<file path="config.mk">
export PLATFORM = sky130hd
export DESIGN_NAME = tone_pwm_gen
export DESIGN_NICKNAME = d
export VERILOG_FILES = /design/src/rtl/tone_pkg.sv /design/src/rtl/tone_period_div.sv /design/src/rtl/tone_pwm_gen.sv
export SDC_FILE = /design/constraint.sdc
export NUM_CORES = 2
export LEC_CHECK = 0
export ABC_CLOCK_PERIOD_IN_PS = 11900
export BUFFER_PORTS_ARGS = -buffer_cell sky130_fd_sc_hd__buf_2
export CAP_MARGIN = 5
export CORE_MARGIN = 10
export CORE_UTILIZATION = 66
export DETAILED_ROUTE_END_ITERATION = 8
export PLACE_DENSITY_LB_ADDON = 0.08
export SKIP_LAST_GASP = 1
export SYNTH_ARGS = -nofsm -noshare
export SYNTH_HDL_FRONTEND = slang
export SYNTH_SLANG_ARGS = --single-unit
</file>
<file path="constraint.sdc">
create_clock -name clk -period 11.9 [get_ports clk]
set_input_delay 2.38 -clock clk [delete_from_list [all_inputs] [get_ports clk]]
set_output_delay 2.38 -clock clk [all_outputs]
set_load 0.05 [all_outputs]
</file>
<file path="src/rtl/tone_pkg.sv">
// Shared widths, constants and helpers for the tone PWM generator.
// TONE_PWM_SILENCE_EN (defined at build time) turns high request frequencies into silence.
package tone_pkg;

  localparam int          DUTY_W         = 10;
  localparam int          FREQ_W         = 32;
  localparam int          DUTY_FULL      = 1024;
  localparam int          DUTY_SHIFT     = $clog2(DUTY_FULL);
  localparam int unsigned CLK_HZ_DEFAULT = 100_000_000;
  localparam int unsigned MIN_PERIOD     = 2;

  typedef enum logic {
    ST_SILENT = 1'b0,
    ST_ACTIVE = 1'b1
  } tone_state_e;

  // High time in clocks for a period and a duty fraction of DUTY_FULL, floored.
  function automatic logic [FREQ_W-1:0] calc_high(
    input logic [FREQ_W-1:0] period,
    input logic [DUTY_W-1:0] duty
  );
    logic [FREQ_W+DUTY_W-1:0] prod;
    prod = {{DUTY_W{1'b0}}, period} * {{FREQ_W{1'b0}}, duty};
    return prod[FREQ_W+DUTY_SHIFT-1:DUTY_SHIFT];
  endfunction

endpackage

</file>
<file path="src/rtl/tone_period_div.sv">
// Restoring divider, one quotient bit per clock; a new start restarts it and abort
// cancels it, and in both cases the interrupted division never raises done.
module tone_period_div
  import tone_pkg::*;
#(
  parameter int W = FREQ_W
) (
  input  logic         clk,
  input  logic         rst,
  input  logic         start,
  input  logic         abort,
  input  logic [W-1:0] dividend,
  input  logic [W-1:0] divisor,
  output logic [W-1:0] quotient,
  output logic         done,
  output logic         busy
);

  localparam int STEP_W = $clog2(W);

  logic [W-1:0]      rem_q;
  logic [W-1:0]      quo_q;
  logic [W-1:0]      dvs_q;
  logic [W-1:0]      res_q;
  logic [STEP_W-1:0] step_q;
  logic              busy_q;
  logic              done_q;

  logic [W:0]   rem_shift;
  logic [W:0]   rem_sub;
  logic         take;
  logic [W-1:0] rem_d;
  logic [W-1:0] quo_d;

  // The borrow out of the trial subtraction decides the quotient bit.
  always_comb begin
    rem_shift = {rem_q, quo_q[W-1]};
    rem_sub   = rem_shift - {1'b0, dvs_q};
    take      = ~rem_sub[W];
    rem_d     = take ? rem_sub[W-1:0] : rem_shift[W-1:0];
    quo_d     = {quo_q[W-2:0], take};
  end

  always_ff @(posedge clk) begin
    if (rst) begin
      rem_q  <= '0;
      quo_q  <= '0;
      dvs_q  <= '0;
      res_q  <= '0;
      step_q <= '0;
      busy_q <= 1'b0;
      done_q <= 1'b0;
    end else begin
      done_q <= 1'b0;
      if (start) begin
        rem_q  <= '0;
        quo_q  <= dividend;
        dvs_q  <= divisor;
        step_q <= '0;
        busy_q <= 1'b1;
      end else if (abort) begin
        busy_q <= 1'b0;
      end else if (busy_q) begin
        rem_q  <= rem_d;
        quo_q  <= quo_d;
        step_q <= step_q + STEP_W'(1);
        if (step_q == STEP_W'(W-1)) begin
          busy_q <= 1'b0;
          done_q <= 1'b1;
          res_q  <= quo_d;
        end
      end
    end
  end

  assign quotient = res_q;
  assign done     = done_q;
  assign busy     = busy_q;

endmodule

</file>
<file path="src/rtl/tone_pwm_gen.sv">
// Square-wave tone generator: divides CLK_HZ by the requested frequency and plays a PWM
// period with a sampled duty. TONE_PWM_SILENCE_EN makes freq >= SILENCE_HZ act as silence.
module tone_pwm_gen
  import tone_pkg::*;
#(
  parameter int unsigned CLK_HZ     = CLK_HZ_DEFAULT,
  parameter int unsigned SILENCE_HZ = 10000
) (
  input  logic              clk,
  input  logic              rst,
  input  logic [FREQ_W-1:0] freq,
  input  logic [DUTY_W-1:0] duty,
  output logic              pwm,
  output logic              period_tick,
  output logic              busy
);

`ifdef TONE_PWM_SILENCE_EN
  localparam bit SILENCE_EN = 1'b1;
`else
  localparam bit SILENCE_EN = 1'b0;
`endif

  localparam logic [FREQ_W-1:0] DIVIDEND = FREQ_W'(CLK_HZ);
  localparam logic [FREQ_W-1:0] PER_MIN  = FREQ_W'(MIN_PERIOD);

  tone_state_e       state_q, state_d;
  logic [FREQ_W-1:0] req_q, req_d;
  logic [FREQ_W-1:0] cnt_q, cnt_d;
  logic [FREQ_W-1:0] period_q, period_d;
  logic [FREQ_W-1:0] high_q, high_d;
  logic [FREQ_W-1:0] pend_q, pend_d;
  logic              pend_vld_q, pend_vld_d;
  logic              pwm_q, pwm_d;
  logic              tick_q, tick_d;

  logic              mismatch;
  logic              freq_silent;
  logic              div_start;
  logic              div_abort;
  logic [FREQ_W-1:0] div_quo;
  logic              div_done;
  logic              div_busy;

  // req_q resets to zero, so any nonzero request right after reset is a mismatch.
  assign mismatch    = (freq != req_q);
  assign freq_silent = (freq == '0) || (SILENCE_EN && (freq >= FREQ_W'(SILENCE_HZ)));
  assign div_start   = mismatch && !freq_silent;
  assign div_abort   = mismatch && freq_silent;

  tone_period_div #(
    .W(FREQ_W)
  ) u_div (
    .clk      (clk),
    .rst      (rst),
    .start    (div_start),
    .abort    (div_abort),
    .dividend (DIVIDEND),
    .divisor  (freq),
    .quotient (div_quo),
    .done     (div_done),
    .busy     (div_busy)
  );

  always_comb begin
    state_d    = state_q;
    req_d      = req_q;
    cnt_d      = cnt_q;
    period_d   = period_q;
    high_d     = high_q;
    pend_d     = pend_q;
    pend_vld_d = pend_vld_q;

    case (state_q)
      ST_SILENT: begin
        if (pend_vld_q) begin
          state_d    = ST_ACTIVE;
          period_d   = pend_q;
          high_d     = calc_high(pend_q, duty);
          cnt_d      = '0;
          pend_vld_d = 1'b0;
        end
      end
      ST_ACTIVE: begin
        // Duty and any new period are only taken at the wrap.
        if (cnt_q == period_q - FREQ_W'(1)) begin
          cnt_d = '0;
          if (pend_vld_q) begin
            period_d   = pend_q;
            high_d     = calc_high(pend_q, duty);
            pend_vld_d = 1'b0;
          end else begin
            high_d = calc_high(period_q, duty);
          end
        end else begin
          cnt_d = cnt_q + FREQ_W'(1);
        end
      end
      default: state_d = ST_SILENT;
    endcase

    if (div_done) begin
      pend_d     = (div_quo < PER_MIN) ? PER_MIN : div_quo;
      pend_vld_d = 1'b1;
    end

    // A new request discards any result belonging to the old one.
    if (mismatch) begin
      req_d      = freq;
      pend_vld_d = 1'b0;
      if (freq_silent) begin
        state_d  = ST_SILENT;
        cnt_d    = '0;
        period_d = '0;
        high_d   = '0;
      end
    end

    pwm_d  = (state_d == ST_ACTIVE) && (cnt_d < high_d);
    tick_d = (state_d == ST_ACTIVE) && (cnt_d == '0);
  end

  always_ff @(posedge clk) begin
    if (rst) begin
      state_q    <= ST_SILENT;
      req_q      <= '0;
      cnt_q      <= '0;
      period_q   <= '0;
      high_q     <= '0;
      pend_q     <= '0;
      pend_vld_q <= 1'b0;
      pwm_q      <= 1'b0;
      tick_q     <= 1'b0;
    end else begin
      state_q    <= state_d;
      req_q      <= req_d;
      cnt_q      <= cnt_d;
      period_q   <= period_d;
      high_q     <= high_d;
      pend_q     <= pend_d;
      pend_vld_q <= pend_vld_d;
      pwm_q      <= pwm_d;
      tick_q     <= tick_d;
    end
  end

  assign pwm         = pwm_q;
  assign period_tick = tick_q;
  assign busy        = div_busy;

endmodule

</file>
==> results.ini <==
[outcome]
run_status = finished clean

[die]
core_area_sq_mm = 0.0524
chipWidth_microns = 250
starting_density_of_the_core_pct = 66.4
num_rows = 84
die_h_microns = 250
io_pins = 47
die-area_sq_mm = 0.0624

[global_routing]
overflow = 0
track_usage_pct = 29.2
antenna_violations_before_repair = 1
grt_pass1_vias = 28400
first_pass_grt_wire_length_mm = 149
grt_max_degree = 83

[place]
io_buffer_count = 46
gp_routability_congestion = 0.966
hpwl_mm = 66.2

[layout]
design.final.nets = 4705
antennaDiodeCount = 0
mostFrequentLayoutCell = sky130_fd_sc_hd__nand2_1
fillers = 4332
layout_common_cells = sky130_fd_sc_hd__nand2_1, sky130_fd_sc_hd__inv_1, sky130_fd_sc_hd__fa_1, sky130_fd_sc_hd__and2_1, sky130_fd_sc_hd__dfxtp_1
final_core_util_pct = 69.8
syn_to_final_growth_pct = 5.07
drive_above_1_share_pct = 4.83

[setup_path]
worstSetupEndpointType = flop
worst-endpoint-arrival_ps = 10800
cp.required_ps = 12360
worst-setup-path-type = input port to flop
critPathLaunchType = input port
crit_path_max_cell_delay_ps = 600
critical_path.max_fanout = 37
slowest_stage = sky130_fd_sc_hd__buf_2

[drt]
drtAntennaViolNets = 0
route.final.wire_length_mm = 90.0
vias = 27900
drc_violation_count_after_routing = 0
wire_per_inst_microns = 19.2
drt_first_iter_violations = 2098
dr.pass1.iters = 6
vias_per_cell = 5.95

[sta]
grt_setup_unrepaired = no
final.period_utilization_pct = 86.8
timing.hold.ws_ps = 461
report.final.setup_viol = 0
final.setup.tns_ps = 0
total_count_of_max_transition_violations_in_the_final_report = 0
layout_min_cycle_time_ps = 10330
worst_slew_pin_slew_ps = 1140
max_slew_margin_pct = 23.6
timing.final.hold_violations = 0
fin_skew_ps = 14.7
max_clock_freq_mhz = 96.8

[yosys]
yosys_register_bits = 299
synth-async-reset-ratio_pct = 0
syn-instance-count = 4107
yosys.cell_types.count = 78
dominantRegCellSynth = sky130_fd_sc_hd__dfxtp_1
synthesis.area_sq_mm = 0.0348
postSynthNetCount = 4843
synth-seq-area-share_pct = 17.2
avgSynthCellArea_sq_um = 8.49
synth-warning-count = 0
synth-edff-count = 0

[cts]
cts_setup_buffers = 0
cts_htree_levels = 2
insertion_delay_ps = 580
cts.repair.resized = 0
post_cts_hold_buffer_count = 0
clock-root-buffer = sky130_fd_sc_hd__clkbuf_16
cts.clk_slew.worst_paths_ps = 60
cts_tree = yes
tritoncts_num_sinks = 299
clockBufferDepth = 3
clock_buffer_count_from_cts = 37

[power_and_ir_drop]
irDropWorstVdd_mv = 0.127
leakage_uw = 0.0179
power-per-cell-area_mw_per_mm2 = 66.4
fin_total_pwr_uw = 2430

[min_path]
holdCritPathClass = flop to flop

[job]
drv.max_cap_violation_count = 0

==> state kept, by name, indices dropped and copies added (netlist names), 5 cells and up <==
| signal | count |
|---|---|
| high_q | 32 |
| u_div.quotient | 32 |
| period_q | 32 |
| u_div.quo_q | 32 |
| u_div.step_q | 5 |
| u_div.dvs_q | 32 |
| u_div.rem_q | 32 |
| cnt_q | 32 |
| pend_q | 32 |
| req_q | 32 |
==> layout make-up <==
type                            instances  area (sq um)  area share [%]
Clock buffer                           49          1060            2.90
Clock inverter                         18           274           0.748
Inverter                              503          1890            5.16
Multi-Input combinational cell       3043         26000            71.1
Sequential cell                       299          5990            16.4
Tap cell                              688           861            2.35
Timing Repair Buffer                   85           526            1.44
==> through the flow <==
| stage | area [sq um] | setup slack (ps) | instances |
|---|---|---|---|
| finish | 36600 | 1570 | 4685 |
| detailed placement | 35300 | 1140 | 4618 |
| global placement | 35300 | 1340 | 4618 |
| global route | 36600 | 1080 | 4685 |
| floorplan | 34800 | 2370 | 4107 |
| CTS | 36600 | 1720 | 4685 |
==> critical path: cells and delay by family <==
family	cells	cell delay, ps
adder cells (fa/ha/maj)	7	3160
AO/OA/AOI/OAI	9	2030
AND/OR/NAND/NOR	7	1660
buffers and inverters	5	1220
XOR/XNOR	1	290
==> cells by family (layout without fill, tap and decap cells) <==
family	after synthesis	in the layout	synth area share [%]
flops	299	299	17.2
simple gates	1529	1529	21.7
xor+xnor	166	166	4.17
compound gates	525	525	9.73
buf+inv	765	655	8.28
fa+ha+maj	692	692	35.1
mux	131	131	3.82
==> where the power goes <==
part	internal (uW)	total, uW	switching (uW)
clock network	763	1250	489
logic	47.8	155	107
registers	1020	1020	9.13
total	1830	2430	605
==> worst paths after layout <==
path / start / endpoint / slack [ps] / cells past startpoint
max: duty[2] / pwm$_SDFF_PP0_ / 1570 / 29
min: u_div.quo_q[0]$_SDFFE_PP0P_ / u_div.quo_q[1]$_SDFFE_PP0P_ / 460 / 2
max reg2reg: period_q[7]$_SDFF_PP0_ / pwm$_SDFF_PP0_ / 3380 / 27
min reg2reg: u_div.quo_q[0]$_SDFFE_PP0P_ / u_div.quo_q[1]$_SDFFE_PP0P_ / 460 / 2
==> synthesized netlist by cell type, types with 35 or more instances <==
| library cell | count | area (sq um) |
|---|---|---|
| sky130_fd_sc_hd__o21ai_0 | 89 | 445 |
| sky130_fd_sc_hd__fa_1 | 475 | 9510 |
| sky130_fd_sc_hd__xor2_1 | 48 | 420 |
| sky130_fd_sc_hd__nand2_1 | 517 | 1940 |
| sky130_fd_sc_hd__mux2i_1 | 116 | 1160 |
| sky130_fd_sc_hd__xnor2_1 | 118 | 1030 |
| sky130_fd_sc_hd__nand4_1 | 49 | 307 |
| sky130_fd_sc_hd__dfxtp_1 | 299 | 5990 |
| sky130_fd_sc_hd__a21oi_1 | 178 | 891 |
| sky130_fd_sc_hd__nor2b_1 | 53 | 332 |
| sky130_fd_sc_hd__ha_1 | 217 | 2720 |
| sky130_fd_sc_hd__nor3_1 | 48 | 240 |
| sky130_fd_sc_hd__o211ai_1 | 35 | 263 |
| sky130_fd_sc_hd__a21o_1 | 50 | 375 |
| sky130_fd_sc_hd__and2_1 | 361 | 2260 |
| sky130_fd_sc_hd__clkbuf_1 | 245 | 920 |
| sky130_fd_sc_hd__nor2_1 | 278 | 1040 |
| sky130_fd_sc_hd__inv_1 | 503 | 1890 |
| sky130_fd_sc_hd__nand3_1 | 61 | 305 |
==> routing by layer <==
metal	up-vias	share of wire (%)	global-route usage, %
met5	-	0.014	0
met4	2	3.2	9.68
met3	185	7.5	4.67
met2	1016	47	48.5
met1	13700	42	38.3
li1	12900	-	-
Power figures use the tool's default switching activity.
